## src/rtl/seg7_scan_display_if.sv

```systemverilog
// Digit/segment bundle between the BCD counter side and the 7-segment scanner.
// The scanner consumes digits_n/dp_n and drives the segment/anode pins.
interface seg7_scan_display_if;
  logic [15:0] digits_n;
  logic [3:0]  dp_n;
  logic [7:0]  seg;
  logic [3:0]  sel;

  modport master (output digits_n, output dp_n, input seg, input sel);
  modport slave  (input digits_n, input dp_n, output seg, output sel);
endinterface

```

## src/rtl/seg7_scan_display.sv

```systemverilog
// Time-multiplexed 4-digit common-anode 7-segment driver for active-low BCD digits,
// with an anti-ghost blank gap between digits and optional leading-zero blanking.
module seg7_scan_display #(
  parameter int SCAN_MAX  = 6000,
  parameter int BLANK_CYC = 60,
  parameter int LZB       = 1
) (
  input  logic clk,
  input  logic reset,
  seg7_scan_display_if.slave bus
);

  typedef enum logic {BLANK, SHOW} state_t;

  localparam logic [15:0] BLANK_LAST = 16'(BLANK_CYC - 1);
  localparam logic [15:0] SHOW_LAST  = 16'(SCAN_MAX - 1);

  state_t      state, state_next;
  logic [15:0] cnt, cnt_next;
  logic [1:0]  idx, idx_next;
  logic [7:0]  seg_q, seg_next;
  logic [3:0]  sel_q, sel_next;

  logic [3:0]  val [4];
  logic [3:0]  blank_lz;
  logic [6:0]  digit_code;
  logic        digit_dp;

  function automatic logic [6:0] decode(input logic [3:0] v);
    case (v)
      4'd0:    decode = 7'h40;
      4'd1:    decode = 7'h79;
      4'd2:    decode = 7'h24;
      4'd3:    decode = 7'h30;
      4'd4:    decode = 7'h19;
      4'd5:    decode = 7'h12;
      4'd6:    decode = 7'h02;
      4'd7:    decode = 7'h78;
      4'd8:    decode = 7'h00;
      4'd9:    decode = 7'h10;
      default: decode = 7'h3F;
    endcase
  endfunction

  // A digit blanks only if it and everything above it are zero; '-' codes are non-zero.
  always_comb begin
    for (int i = 0; i < 4; i++) val[i] = ~bus.digits_n[4*i +: 4];
    blank_lz    = 4'b0000;
    blank_lz[3] = (LZB != 0) && (val[3] == 4'd0);
    blank_lz[2] = blank_lz[3] && (val[2] == 4'd0);
    blank_lz[1] = blank_lz[2] && (val[1] == 4'd0);
    digit_code  = blank_lz[idx] ? 7'h7F : decode(val[idx]);
    digit_dp    = bus.dp_n[idx];
  end

  always_ff @(posedge clk or negedge reset) begin
    if (!reset) begin
      state <= BLANK;
      cnt   <= 16'd0;
      idx   <= 2'd0;
      seg_q <= 8'hFF;
      sel_q <= 4'hF;
    end else begin
      state <= state_next;
      cnt   <= cnt_next;
      idx   <= idx_next;
      seg_q <= seg_next;
      sel_q <= sel_next;
    end
  end

  // Inputs are latched only on the BLANK->SHOW edge so SEG stays stable for the whole slot.
  always_comb begin
    state_next = state;
    cnt_next   = cnt + 16'd1;
    idx_next   = idx;
    seg_next   = seg_q;
    sel_next   = sel_q;
    case (state)
      BLANK: begin
        if (cnt == BLANK_LAST) begin
          state_next = SHOW;
          cnt_next   = 16'd0;
          sel_next   = ~(4'b0001 << idx);
          seg_next   = {digit_dp, digit_code};
        end
      end
      SHOW: begin
        if (cnt == SHOW_LAST) begin
          state_next = BLANK;
          cnt_next   = 16'd0;
          idx_next   = idx + 2'd1;
          sel_next   = 4'hF;
          seg_next   = 8'hFF;
        end
      end
      default: state_next = BLANK;
    endcase
  end

  assign bus.seg = seg_q;
  assign bus.sel = sel_q;

endmodule

```

## src/flat_wrapper.sv

```systemverilog
// flat-port wrapper written by rule: the top's interface ports become plain ports
module seg7_scan_display_flat 
#(
  parameter int SCAN_MAX  = 6000,
  parameter int BLANK_CYC = 60,
  parameter int LZB       = 1
)
  (clk, reset, bus_digits_n, bus_dp_n, bus_seg, bus_sel);
  seg7_scan_display_if bus_i ();
  input  logic clk;
  input  logic reset;
  input wire logic [$bits(bus_i.digits_n)-1:0] bus_digits_n;
  input wire logic [$bits(bus_i.dp_n)-1:0] bus_dp_n;
  output wire logic [$bits(bus_i.seg)-1:0] bus_seg;
  output wire logic [$bits(bus_i.sel)-1:0] bus_sel;
  assign bus_i.digits_n = bus_digits_n;
  assign bus_i.dp_n = bus_dp_n;
  assign bus_seg = bus_i.seg;
  assign bus_sel = bus_i.sel;
  seg7_scan_display #(.SCAN_MAX(SCAN_MAX), .BLANK_CYC(BLANK_CYC), .LZB(LZB)) u_core (.clk(clk), .reset(reset), .bus(bus_i));
endmodule
```

## config.mk

```make
export PLATFORM = sky130hd
export DESIGN_NAME = seg7_scan_display_flat
export DESIGN_NICKNAME = d
export VERILOG_FILES = /design/src/rtl/seg7_scan_display_if.sv /design/src/rtl/seg7_scan_display.sv /design/src/flat_wrapper.sv
export SDC_FILE = /design/constraint.sdc
export NUM_CORES = 1
export LEC_CHECK = 0
export ABC_AREA = 0
export BUFFER_PORTS_ARGS = -buffer_cell sky130_fd_sc_hd__buf_2
export CAP_MARGIN = 30
export CORE_ASPECT_RATIO = 1.5
export CORE_MARGIN = 10
export CORE_UTILIZATION = 40
export DETAILED_ROUTE_END_ITERATION = 8
export MAX_ROUTING_LAYER = met4
export SLEW_MARGIN = 0
export SYNTH_ARGS = -nofsm -noshare
export SYNTH_HDL_FRONTEND = slang
export SYNTH_SLANG_ARGS = --single-unit
export TNS_END_PERCENT = 1
```

## constraint.sdc

```tcl
create_clock -name clk -period 2.3 [get_ports clk]
set_input_delay 0.46 -clock clk [delete_from_list [all_inputs] [get_ports clk]]
set_output_delay 0.46 -clock clk [all_outputs]
set_load 0.05 [all_outputs]
```

# Word level (Yosys, flattened, before mapping)
# Memory sizes are Yosys's and may differ from the RTL's.
# Cells that the tools add are included.
# W data, S select, Z words.
[totals]
romBits = 112
input_bits = 22
regBits = 31
n_memories = 1
elab_cells = 49
latchBits = 0
mem_bits_rw = 0
output_inout_bits = 12
[op_classes]
muxes = 20
order_cmp = 2
bitwise = 7
shifts = 1
mul = 0
addsub = 2
div_mod_pow = 0
n_eq_ne = 4
n_reduce_logical = 7
[mem_list]
columns = ["memory", "depth", "word_bits", "read_ports", "rd_clocked_by_memory_dff", "wr", "line", "source"]
rows = [
  ["(name not given)", 16, 7, 1, 0, 0, "seg7_scan_display.sv:30", "case (v)"],
]
[ops]
columns = ["cell", "n"]
rows = [
  ["$mux W16", 2],
  ["$pmux W16 S2", 1],
  ["$not A4 Y4", 5],
  ["$add A16 B1 Y16 const B", 1],
  ["$eq A16 B13 Y1 const B", 1],
  ["$eq A16 B6 Y1 const B", 1],
  ["$mux W4", 4],
  ["$mux W8", 2],
  ["$pmux W8 S2", 1],
  ["$logic_not A4 Y1", 3],
  ["$bmux W4 S2", 1],
  ["$pmux W4 S2", 1],
  ["$mux W7", 1],
  ["$bmux W1 S2", 2],
  ["$mux W1", 4],
  ["$reduce_and A2 Y1", 2],
  ["$shl A1 B2 Y4 const A", 1],
  ["$ge A3 B3 Y1 const B", 1],
  ["$lt A2 B3 Y1 const B", 1],
  ["$not A2 Y3", 1],
  ["$add A2 B1 Y2 const B", 1],
  ["$logic_and A1 B1 Y1", 2],
  ["$ne A2 B1 Y1 const B", 1],
  ["$ne A2 B2 Y1 const B", 1],
  ["2 further kinds", 2],
]

# Depth between registers and ports, before layout
[logic_depth]
word_depth = 9
ltp_mapped = 8
depth_no_buf = 7

# Worst setup path after synthesis
# No wires, ideal clock.
[synth_path]
kind = "flip-flop to flip-flop"
startpoint = "register u_core.idx[0]"
endpoint = "register u_core.seg_q[3], in the netlist u_core.bus.seg[3]"
stages_incl_launch_ff = 8
synth_period_minus_slack_ps = 1899
n_path_buf = 1
arrival_ps = 1822
setup_time_ps = 77
required_ps = 2223
slack_ps = 401
path_cell_list = "dfrtp_1 buf_2 mux4_2 inv_1 ha_1 o21ai_0 nand2_1 a31oi_1"
[synth_via]
elab_chain_cells = 8
word_cells_on_any_way = 10
classes_between = "mux: 8; bitwise: 1; memory: 1"
[synth_lines]
columns = ["item", "line", "source"]
rows = [
  ["start, declared", "seg7_scan_display.sv:20", "logic [1:0] idx, idx_next;"],
  ["start signal, assigned", "seg7_scan_display.sv:66", "idx <= idx_next;"],
  ["$not A2 Y3 (not written as such)", "seg7_scan_display.sv:52", "digit_code = blank_lz[idx] ? 7'h7F : decode(val[idx]);"],
  ["$bmux W4 S2", "seg7_scan_display.sv:52", ""],
  ["$mux W4 (not written as such) (2 in series)", "seg7_scan_display.sv:52", ""],
  ["$mem_v2 Z16 W7", "--", ""],
  ["$mux W7 (*)", "seg7_scan_display.sv:52", ""],
  ["$mux W8 (*)", "seg7_scan_display.sv:81", "if (cnt == BLANK_LAST) begin"],
  ["$pmux W8 S2 (*)", "seg7_scan_display.sv:79", "case (state)"],
  ["end signal, assigned", "seg7_scan_display.sv:67", "seg_q <= seg_next;"],
  ["end, declared", "seg7_scan_display.sv:21", "logic [7:0] seg_q, seg_next;"],
]
# Mark *: on every way between the ends. The rest lies on a longest branch, timed or not. The select of a mux whose other input is x is not followed.
# A chain may end at the register's enable or synchronous reset.

# Final worst setup path
[layout_path]
startpoint = "register u_core.cnt[11]"
endpoint = "register u_core.seg_q[2], in the netlist u_core.bus.seg[2]"
[layout_via]
elab_chain_cells = 3
word_cells_on_any_way = 5
classes_between = "eq/ne: 4; reduce/logical: 1"
[layout_lines]
columns = ["item", "line", "source"]
rows = [
  ["start, declared", "seg7_scan_display.sv:19", "logic [15:0] cnt, cnt_next;"],
  ["start signal, assigned", "seg7_scan_display.sv:65", "cnt <= cnt_next;"],
  ["$eq A16 B13 Y1 / $eq A16 B6 Y1 (equally long branches)", "seg7_scan_display.sv:89, seg7_scan_display.sv:81", ""],
  ["$ne A2 B2 Y1 (no source line) / $ne A2 B1 Y1 (equally long branches)", "--", ""],
  ["$reduce_and A2 Y1 (no source line) (*)", "--", ""],
]
# Mark *: on every way between the ends. The rest lies on a longest branch, timed or not.

==> metrics <==
Remaining DRCs 0; fin util 47.48%; crit path max fanout 10; Worst Setup End Kind flop; Min Hold Slack 210.4 ps; Core ar. 4245 µm²; Nets 239; area of the multi-input gates 864.6 µm²; n_diodes 0; sequential share of the synthesized area 44.89%; die area 7513 µm²; clock tree from TritonCTS built; register bit total from synthesis 31; final instance area 2016 µm²; distinct cell type count after synthesis 35; postcts setup bufs 0; FMAX 524.6 MHz; total grt overflow 0; post-DR wirelength/cell 15.06 µm; worst endpoint required time 2510 ps; Die Ht 101.3 µm; Rows 29; Synth Cell Area 1762 µm²; # H-tree levels 2; drt first pass iters 3; CTS resizes 0; vias in the first global route 1459; Vias 1346; CTS Hold Bufs 0; Initial DRC Count 98; final WL 3825 µm; CP startpoint kind flop; final number of max-transition violations 0; Buffers on Ports 33; Max VDD drop 0.4975 mV; Leakage 0.0009266 µW; Power Density 511.0 nW/µm²; PnR Total Power 1030 µW; syn nets 205; syn_area_per_cell 10.18 µm²; Cell Area, Placed 1927 µm²; root buffer cell clkbuf_8; status complete, no violations; worst r2r path cells 6; Initial Utilization 41.50%; register area 790.8 µm²; setup TNS 0 ps; Die X-Extent 74.19 µm; WP data arrival 2120 ps; Period Utilization, post-route 82.89%; Clk pin slew, worst setup/hold paths 70 ps; Synthesis Warnings 0; post-synthesis instance total 173; Min Clock Period, post-route 1906 ps; Rel. slew slack 54.93%; largest net degree at the start of global routing 32; RSZ-0062 raised after global routing no; post-route ant nets 0; endpoints failing setup 0; hpwl dp 3024 µm; slew at the pin closest to its max-slew limit 676.1 ps; via/cell ratio 5.299; Sink Count 31; Max-cap violations 0; IO Count 34; Clock Skew 3.460 ps; Async SR Flop Fraction 100.0%; clk buf depth 2; fill count 378; CP Class reg -> reg; GRT Total Usage 11.71%; routability congestion estimate 0.8399; CTS buffer count 5; main flop type after synthesis dfrtp_1; initial antenna violation count 0; final hold violations 0; P&R area growth vs syn 14.42%; min-delay worst type in -> async; Post-synth EDFFs 0; clock latency on the worst-skew pair 280 ps; layout cell share with drive strength beyond 1 31.73%; global-route wire length before repair 6810 µm
[metal layers]
layer,part of all wire [%],up-vias,track usage [%]
met5,0,-,-
met4,0.99,0,4.029
met3,5.1,3,3.914
met2,53,33,19.14
met1,41,641,12.89
li1,-,669,-
[flip-flops by register name, indices dropped and copies added (netlist names)]
| name | cells |
|---|---|
| u_core.cnt | 16 |
| u_core.bus.seg | 8 |
| u_core.bus.sel | 4 |
| u_core.idx | 2 |
| u_core.state | 1 |
[power by group]
part	switching (µW)	internal (µW)
Combinational	34.9	27.5
Sequential	0	546
Clock	211	210
[layout by cell type (no fill, tap or decap), drive strengths merged, types with 2 or more instances in the layout]
cell      instances
and4              2
nand4             4
nand3            10
dfstp            12
a21oi             7
inv               7
buf              36
and3              4
o21ai             5
ha               10
nand2            12
clkbuf            5
xor2              6
a31oi             5
or4               2
xnor2             9
clkinvlp          2
nor2             21
nor3             15
mux4              5
dfrtp            19
[per-stage QoR]
step / setup WS [ps] / cells
3_3_place_gp: 395.6 / 246
5_1_grt: 196.3 / 254
6_report: 393.6 / 254
2_1_floorplan: 400.8 / 173
4_1_cts: 367.4 / 254
3_5_place_dp: 385.7 / 246
[worst max-delay path, cell delays in order (launching register included)]
cell,delay (ps)
dfrtp_1,420
or4_1,560
nor2_2,140
and3_2,310
buf_4,190
nor3_1,50
a31oi_1,150
[kinds of logic after synthesis]
group / synth area share [%]
adders and majority gates: 7.102
muxes: 6.960
xor gates and xnor gates: 7.458
and+or+nand+nor: 20.60
AOI/OAI and AO/OA: 6.960
buffers and inverters: 6.037
DFF: 44.89
[worst paths after layout]
check / start / endpoint / slack [ps]
worst min register to register: u_core.cnt[15]$_DFF_PN0_ / u_core.cnt[15]$_DFF_PN0_ / 470
min in group clk: u_core.cnt[15]$_DFF_PN0_ / u_core.cnt[15]$_DFF_PN0_ / 470
worst max-delay path: u_core.cnt[11]$_DFF_PN0_ / u_core.bus.seg[2]$_DFFE_PN1P_ / 390
max in group asynchronous: reset / u_core.cnt[3]$_DFF_PN0_ / 1660
worst max register to register: u_core.cnt[11]$_DFF_PN0_ / u_core.bus.seg[2]$_DFFE_PN1P_ / 390
worst min-delay path: reset / u_core.cnt[13]$_DFF_PN0_ / 210
[cells in the mapped netlist, types with 4 or more instances]
cell type,number,area share (%)
a21oi_1,7,2.0
dfrtp_1,19,27
mux4_2,5,6.4
dfstp_2,12,18
nand2_1,12,2.6
nor2_1,20,4.3
nand4_1,4,1.4
o21ai_0,4,1.1
xnor2_1,9,4.5
nor3_1,15,4.3
xor2_1,6,3.0
inv_1,7,1.5
nand3_1,10,2.8
a31oi_1,5,1.8
ha_1,10,7.1
[layout make-up]
class                   count  share of cell area (%)
repair buffers             36                   9.311
clock inverters             3                  0.9932
flip-flops and latches     31                   39.23
inverters                   7                   1.304
multi-input cells         126                   42.89
well taps                  46                   2.855
clock buffers               5                   3.414
Power figures use the tool's default switching activity.
